[src/rtl/ps2_host_tx.sv]
// PS/2 host-to-device command transmitter: inhibits the bus, sends one byte in an
// odd-parity frame clocked by the device, then checks the device acknowledge bit.
module ps2_host_tx #(
    parameter int unsigned INHIBIT_CYCLES = 3200,
    parameter int unsigned SETUP_CYCLES   = 64,
    parameter int unsigned TIMEOUT_CYCLES = 64000
) (
    input  logic       clk,
    input  logic       reset_n,
    input  logic [7:0] tx_data,
    input  logic       tx_valid,
    output logic       tx_ready,
    output logic       busy,
    input  logic       ps2_clk_in,
    input  logic       ps2_data_in,
    output logic       ps2_clk_oe,
    output logic       ps2_data_oe,
    output logic       done,
    output logic       ack_err,
    output logic       timeout
);

    typedef enum logic [2:0] {
        IDLE,
        INHIBIT,
        START,
        SEND,
        WAIT_IDLE
    } state_t;

    state_t      state;
    logic        clk_s1, clk_s2, clk_prev;
    logic        data_s1, data_s2;
    logic        fall;
    logic [9:0]  shift;
    logic [3:0]  bit_cnt;
    logic [31:0] cnt;

    // Idle bus level is high, so the synchronizers reset to 1 to avoid a false fall.
    always_ff @(posedge clk or negedge reset_n) begin
        if (!reset_n) begin
            clk_s1   <= 1'b1;
            clk_s2   <= 1'b1;
            clk_prev <= 1'b1;
            data_s1  <= 1'b1;
            data_s2  <= 1'b1;
        end else begin
            clk_s1   <= ps2_clk_in;
            clk_s2   <= clk_s1;
            clk_prev <= clk_s2;
            data_s1  <= ps2_data_in;
            data_s2  <= data_s1;
        end
    end

    assign fall = clk_prev & ~clk_s2;

    always_ff @(posedge clk or negedge reset_n) begin
        if (!reset_n) begin
            state       <= IDLE;
            shift       <= 10'h3FF;
            bit_cnt     <= 4'd0;
            cnt         <= 32'd0;
            tx_ready    <= 1'b1;
            busy        <= 1'b0;
            ps2_clk_oe  <= 1'b0;
            ps2_data_oe <= 1'b0;
            done        <= 1'b0;
            ack_err     <= 1'b0;
            timeout     <= 1'b0;
        end else begin
            done    <= 1'b0;
            timeout <= 1'b0;
            case (state)
                IDLE: begin
                    if (tx_valid && tx_ready) begin
                        shift       <= {1'b1, ~^tx_data, tx_data};
                        bit_cnt     <= 4'd0;
                        cnt         <= 32'd0;
                        ack_err     <= 1'b0;
                        tx_ready    <= 1'b0;
                        busy        <= 1'b1;
                        ps2_clk_oe  <= 1'b1;
                        ps2_data_oe <= 1'b0;
                        state       <= INHIBIT;
                    end
                end
                INHIBIT: begin
                    if (cnt == INHIBIT_CYCLES - 1) begin
                        cnt         <= 32'd0;
                        ps2_data_oe <= 1'b1;
                        state       <= START;
                    end else begin
                        cnt <= cnt + 32'd1;
                    end
                end
                START: begin
                    if (cnt == SETUP_CYCLES - 1) begin
                        cnt        <= 32'd0;
                        ps2_clk_oe <= 1'b0;
                        state      <= SEND;
                    end else begin
                        cnt <= cnt + 32'd1;
                    end
                end
                SEND: begin
                    // The start bit stays on the line until the first device fall.
                    if (fall) begin
                        cnt <= 32'd0;
                        if (bit_cnt == 4'd10) begin
                            ack_err     <= data_s2;
                            ps2_data_oe <= 1'b0;
                            state       <= WAIT_IDLE;
                        end else begin
                            ps2_data_oe <= ~shift[0];
                            shift       <= {1'b1, shift[9:1]};
                            bit_cnt     <= bit_cnt + 4'd1;
                        end
                    end else if (cnt == TIMEOUT_CYCLES - 1) begin
                        timeout     <= 1'b1;
                        ps2_clk_oe  <= 1'b0;
                        ps2_data_oe <= 1'b0;
                        tx_ready    <= 1'b1;
                        busy        <= 1'b0;
                        state       <= IDLE;
                    end else begin
                        cnt <= cnt + 32'd1;
                    end
                end
                WAIT_IDLE: begin
                    if (clk_s2 && data_s2) begin
                        done     <= 1'b1;
                        tx_ready <= 1'b1;
                        busy     <= 1'b0;
                        state    <= IDLE;
                    end else if (fall) begin
                        cnt <= 32'd0;
                    end else if (cnt == TIMEOUT_CYCLES - 1) begin
                        timeout     <= 1'b1;
                        ps2_clk_oe  <= 1'b0;
                        ps2_data_oe <= 1'b0;
                        tx_ready    <= 1'b1;
                        busy        <= 1'b0;
                        state       <= IDLE;
                    end else begin
                        cnt <= cnt + 32'd1;
                    end
                end
                default: begin
                    state <= IDLE;
                end
            endcase
        end
    end

endmodule
[config.mk]
export PLATFORM = sky130hd
export DESIGN_NAME = ps2_host_tx
export DESIGN_NICKNAME = d
export VERILOG_FILES = /design/src/rtl/ps2_host_tx.sv
export SDC_FILE = /design/constraint.sdc
export NUM_CORES = 1
export LEC_CHECK = 0
export CAP_MARGIN = 20
export CORE_MARGIN = 1.5
export CORE_UTILIZATION = 53
export CTS_BUF_LIST = sky130_fd_sc_hd__clkbuf_2 sky130_fd_sc_hd__clkbuf_4 sky130_fd_sc_hd__clkbuf_8
export DETAILED_ROUTE_END_ITERATION = 6
export GPL_TIMING_DRIVEN = 0
export PLACE_DENSITY = 0.82
export SYNTH_ARGS = -nofsm -noshare
export SYNTH_HDL_FRONTEND = slang
export SYNTH_SLANG_ARGS = --single-unit
[constraint.sdc]
create_clock -name clk -period 2.9 [get_ports clk]
set_clock_uncertainty 0.2 [all_clocks]
set_input_delay 0.29 -clock clk [delete_from_list [all_inputs] [get_ports clk]]
set_output_delay 0.29 -clock clk [all_outputs]
set_load 0.005 [all_outputs]
* Word-level counts from Yosys, hierarchy flattened
Index checks and enable logic that the tools add are counted.
** Storage, ports and cells
- Bits in registers :: 61
- Bits of input ports :: 13
- Output and inout port bits :: 7
- Logic and storage cells :: 110
** Cells by class
- Add/sub/neg operators :: 2
- Equality and inequality tests :: 18
- Muxes and demuxes :: 55
- Bitwise gates (word level) :: 3
- Reduce and logical (&&, ||, !) cells :: 16
** Operator list (number)
- 2-to-1 mux 32 bit :: 6
- case mux 32 bit (5 select lines) :: 1
- adder 32 x 1 -> 32 bit (second input constant) :: 1
- equality test 32 x 12 -> 1 bit (second input constant) :: 1
- equality test 32 x 16 -> 1 bit (second input constant) :: 1
- equality test 32 x 6 -> 1 bit (second input constant) :: 1
- 2-to-1 mux 10 bit :: 3
- 2-to-1 mux 1 bit :: 25
- 2-to-1 mux 3 bit :: 8
- case mux 10 bit (2 select lines) :: 1
- != test 2 bit (second input constant) :: 8
- case mux 3 bit (5 select lines) :: 1
- 2-to-1 mux 4 bit :: 3
- AND reduction 4 bit :: 3
- AND reduction 5 bit :: 2
- case mux 1 bit (4 select lines) :: 2
- case mux 4 bit (2 select lines) :: 1
- nonzero test 4 bit :: 2
- XNOR reduction 8 bit :: 1
- equality test 3 x 2 -> 1 bit (second input constant) :: 2
- != test 3 bit (second input constant) :: 2
- case mux 1 bit (3 select lines) :: 2
- nonzero test 5 bit :: 1
- adder 4 x 1 -> 4 bit (second input constant) :: 1
- other kinds (12) :: 15

* Logic depth before layout (Yosys ltp)
- Depth in word-level cells :: 5
- Depth in mapped cells :: 10
- Gate-level depth less buffers :: 8

* Worst setup path before layout
No wires, ideal clock.
- Kind :: register to register
- Start :: register cnt[0]
- End :: register cnt[17]
- Library setup time :: 0.104 ns
- Arrival :: 2.265 ns
- Required time :: 2.596 ns
- Path slack :: 0.332 ns
- Cell stages (with the launch flop) :: 11
- Path buffers :: 2
- Period minus slack after synthesis :: 2.568 ns
- Cell sequence :: dfrtp_1 ha_1 and4_4 nand2_1 nor4_4 a2111oi_4 or3_1 buf_2 nand2_1 buf_2 o311ai_1
** Between the ends
- Cells in the longest elaborated chain, start to end :: 5
- Elaborated cells between the ends (all ways) :: 10
- Those cells by class :: add/sub: 1; eq/ne: 3; mux: 6
** RTL lines
- start: declaration :: RTL line 37 : logic [31:0] cnt;
- start signal: assignment :: RTL line 94 : cnt <= cnt + 32'd1;
- start signal: assignment :: RTL line 103 : cnt <= cnt + 32'd1;
- start signal: assignment :: RTL line 127 : cnt <= cnt + 32'd1;
- adder 32 x 1 -> 32 bit / equality test 32 x 16 -> 1 bit (equally long branches)
- 2-to-1 mux 32 bit :: RTL line 119, 138
- 2-to-1 mux 32 bit :: RTL line 136 : end else if (fall) begin
- 2-to-1 mux 32 bit :: RTL line 131 : if (clk_s2 && data_s2) begin
- case mux 32 bit (5 select lines) * :: RTL line 74 : case (state)
Mark *: on every way between the ends. The rest lies on a longest branch, timed or not. The select of a mux whose other input is x is not followed.
A chain may end at the register's enable or synchronous reset.

* Worst setup path after layout
- Start :: register cnt[0]
- End :: register cnt[16]
Same word-level chain as after synthesis.

==> reports/qor.yml <==
final_nets: 442
antenna_cells: 0
die_area_sq_um: 6980
synth_fp_nets: 401
ys.flop_type: "dfrtp_1"
wl_um: 8880
final.setup.tns_ns: 0
grt.overflow.total: 0
clkSinkCount: 60
drv_slew: 0
postSynth.asyncResetShare_pct: 100
seq_area_frac_synth_pct: 44.2
cts_tree: "built"
status: "finished, final reports clean"
clockBufferDepth: 2
grt_use_total_pct: 26.0
grt_pass1_wl_um: 14700
holdWs_ns: 0.141
worst_slew_pin_slew_ns: 0.668
num-fill-cells: 504
die_h_um: 83.5
synth_seq_cells: 60
timing.final.crit_period_ns: 2.86
critical_path_class: "flop to flop"
critPathCaptureType: "flop"
cts_root_buf: "clkbuf_8"
crit_path_max_incr_delay_ns: 0.53
synth_warnings: 0
fmax_mhz: 350
wl_per_cell_um: 17.5
hpwl_um: 5870
clk_pin_slew_worst_paths_ns: 0.07
crit_arrival_ns: 2.90
initial_core_util_pct: 54.5
syn_area_per_cell_sq_um: 8.93
insertion_delay_ns: 0.35
num_vias: 3242
grt_pass1_vias: 3222
synth_cell_types: 52
globalplace.congestion: 0.915
slew-limit-headroom_pct: 55.5
peakVddDrop_v: 0.000319
worstHoldPathType: "primary input to flop"
via_per_inst: 6.38
slowest_stage: "a2111oi_4"
synth_top_area_cell: "dfrtp_1"
port_buffers: 19
crit_path_start_kind: "flop"
worst-path-buf-inv: 2
dr.pass1.iters: 5
hold_violations: 0
syn_to_final_growth_pct: 19.8
leakage_uw: 0.00170
multi_input_area_sq_um: 1900
drive_gt1_share_pct: 18.8
cap_violations: 0
grt_antenna_before_repair: 0
htreeDepth: 3
die_x_um: 83.5
synthCells: 385
synth_edf_count: 0
final_antenna_net_count: 0
synth_area_sq_um: 3440
crit_required_ns: 2.94
grt_max_degree: 43
seq_area_sq_um: 1520
ios: 20
coreArea_sq_um: 6310
rsz0062_at_grt: "yes"
critPathTopFamily: "compound AO/OA/AOI/OAI gates"
tritoncts.num_buffers: 9
synth_top_area_share_pct: 32.8
worst-path-max-fanout: 8
cellPowerDensity_nw_per_um2: 412
drc: 0
drt_iter0_drc: 227
synthTopCellsByArea: "dfrtp_1 33%, dfstp_2 11%, nand2_1 5.9%"
fin_crit_sh_pct: 98.6
crit_path_cell_trace: "ha_2, and4_4, nand2_2, nor4_4, a2111oi_4, or3_1, clkbuf_4, nand2_1, buf_4, o31ai_1"
std_cell_rows: 29
setup_viol: 0
## cell families after synthesis
| kind of cell | share of synthesized area, % |
|---|---|
| simple gates | 26.5 |
| compound gates | 19.7 |
| flops | 44.2 |
| buf+inv | 2.95 |
| xor+xnor | 2.55 |
| mux | 2.95 |
| fa+ha+maj | 1.09 |
## registers in the layout, summed over array words and instances (netlist names), 3 cells and up
signal / flops
cnt: 32
shift: 9
bit_cnt: 4
state: 3
## report_power, final
group	leakage [uW]	switching, uW	internal (uW)	total, uW
Sequential	0.000690	3.28	844	847
Combinational	0.000911	34.4	30.8	65.2
Clock	0.0000994	346	438	784
## area by class of cell
type / count / share of cell area (%)
repair buffers: 30 / 6.87
multi-input cells: 302 / 46.2
inverters: 6 / 0.547
plain buffers: 17 / 2.16
well taps: 77 / 2.34
clock inverters: 4 / 1.22
flip-flops and latches: 60 / 36.9
clock buffers: 12 / 3.71
## path summary, 6_finish.rpt
path	endpoint	depth (start not counted)	start	slack, ns
setup / recovery	cnt[16]$_DFFE_PN0P_	10	cnt[0]$_DFFE_PN0P_	0.04
hold / removal	clk_s1$_DFF_PN1_	1	ps2_clk_in	0.14
setup reg to reg	cnt[16]$_DFFE_PN0P_	10	cnt[0]$_DFFE_PN0P_	0.04
hold reg to reg	clk_s2$_DFF_PN1_	0	clk_s1$_DFF_PN1_	0.16
max in group asynchronous	shift[8]$_DFFE_PN1P_	3	reset_n	1.62
min in group asynchronous	cnt[2]$_DFFE_PN0P_	2	reset_n	0.23
## metrics by stage
stage / std cells / total power (uW) / worst slack (ns) / area (sq um) / utilization, %
global route: 508 / 1740 / -0.157 / 4120 / 65.2
floorplan: 385 / 884 / 0.332 / 3440 / -
finish: 508 / 1700 / 0.0417 / 4120 / 65.2
detailed placement: 482 / 927 / -0.0990 / 3740 / 59.2
CTS: 501 / 1700 / 0.000722 / 3980 / 63.0
global placement: 481 / 923 / -0.483 / 3720 / 59.0
## timing repair
item,CTS,global route
resized for setup,2,24
buffers inserted,2,6
setup endpoints to repair,20,35
hold endpoints to repair,18,0
pin swaps,1,5
hold buffers,1,0
cloned,0,1
## cell usage in the layout, fill, tap and decap left out, types with 3 or more instances in the layout
master,instances
mux2i_1,9
nand2_1,53
a21oi_2,3
a221o_1,3
xor2_1,3
nor4_1,7
a2bb2oi_1,5
o31ai_1,8
and2_1,5
a21oi_1,17
clkbuf_1,6
and4_1,4
o21ai_0,28
and3_1,8
a31oi_1,4
nor3_1,10
nand4_1,6
a22o_1,10
a21o_1,7
dfstp_2,15
dfrtp_1,44
nand3_1,27
clkbuf_4,3
buf_2,7
clkdlybuf4s50_1,18
o31ai_2,3
nor2_1,34
clkbuf_8,10
nor4_4,3
xnor2_1,7
inv_1,6
buf_4,10
## metal layers
layer / wire (um) / track usage [%] / up-vias
met1: 3880 / 33.1 / 1608
met4: 174 / 9.39 / 0
met5: 0 / 0 / -
li1: - / - / 1506
met2: 4380 / 43.5 / 108
met3: 440 / 6.03 / 20
## synthesized netlist by cell type (5+ instances only)
cell / number
nand2_1: 54
dfrtp_1: 45
nor2_1: 36
o21ai_0: 28
nand3_1: 27
a21oi_1: 19
dfstp_2: 15
nor3_1: 12
o31ai_1: 11
a22o_1: 10
mux2i_1: 9
nor4_1: 9
and3_1: 8
buf_2: 8
a21o_1: 7
clkbuf_1: 7
xnor2_1: 7
inv_1: 6
nand4_1: 6
a2bb2oi_1: 5
and2_1: 5
No activity file was read; power rests on OpenSTA's default activity.
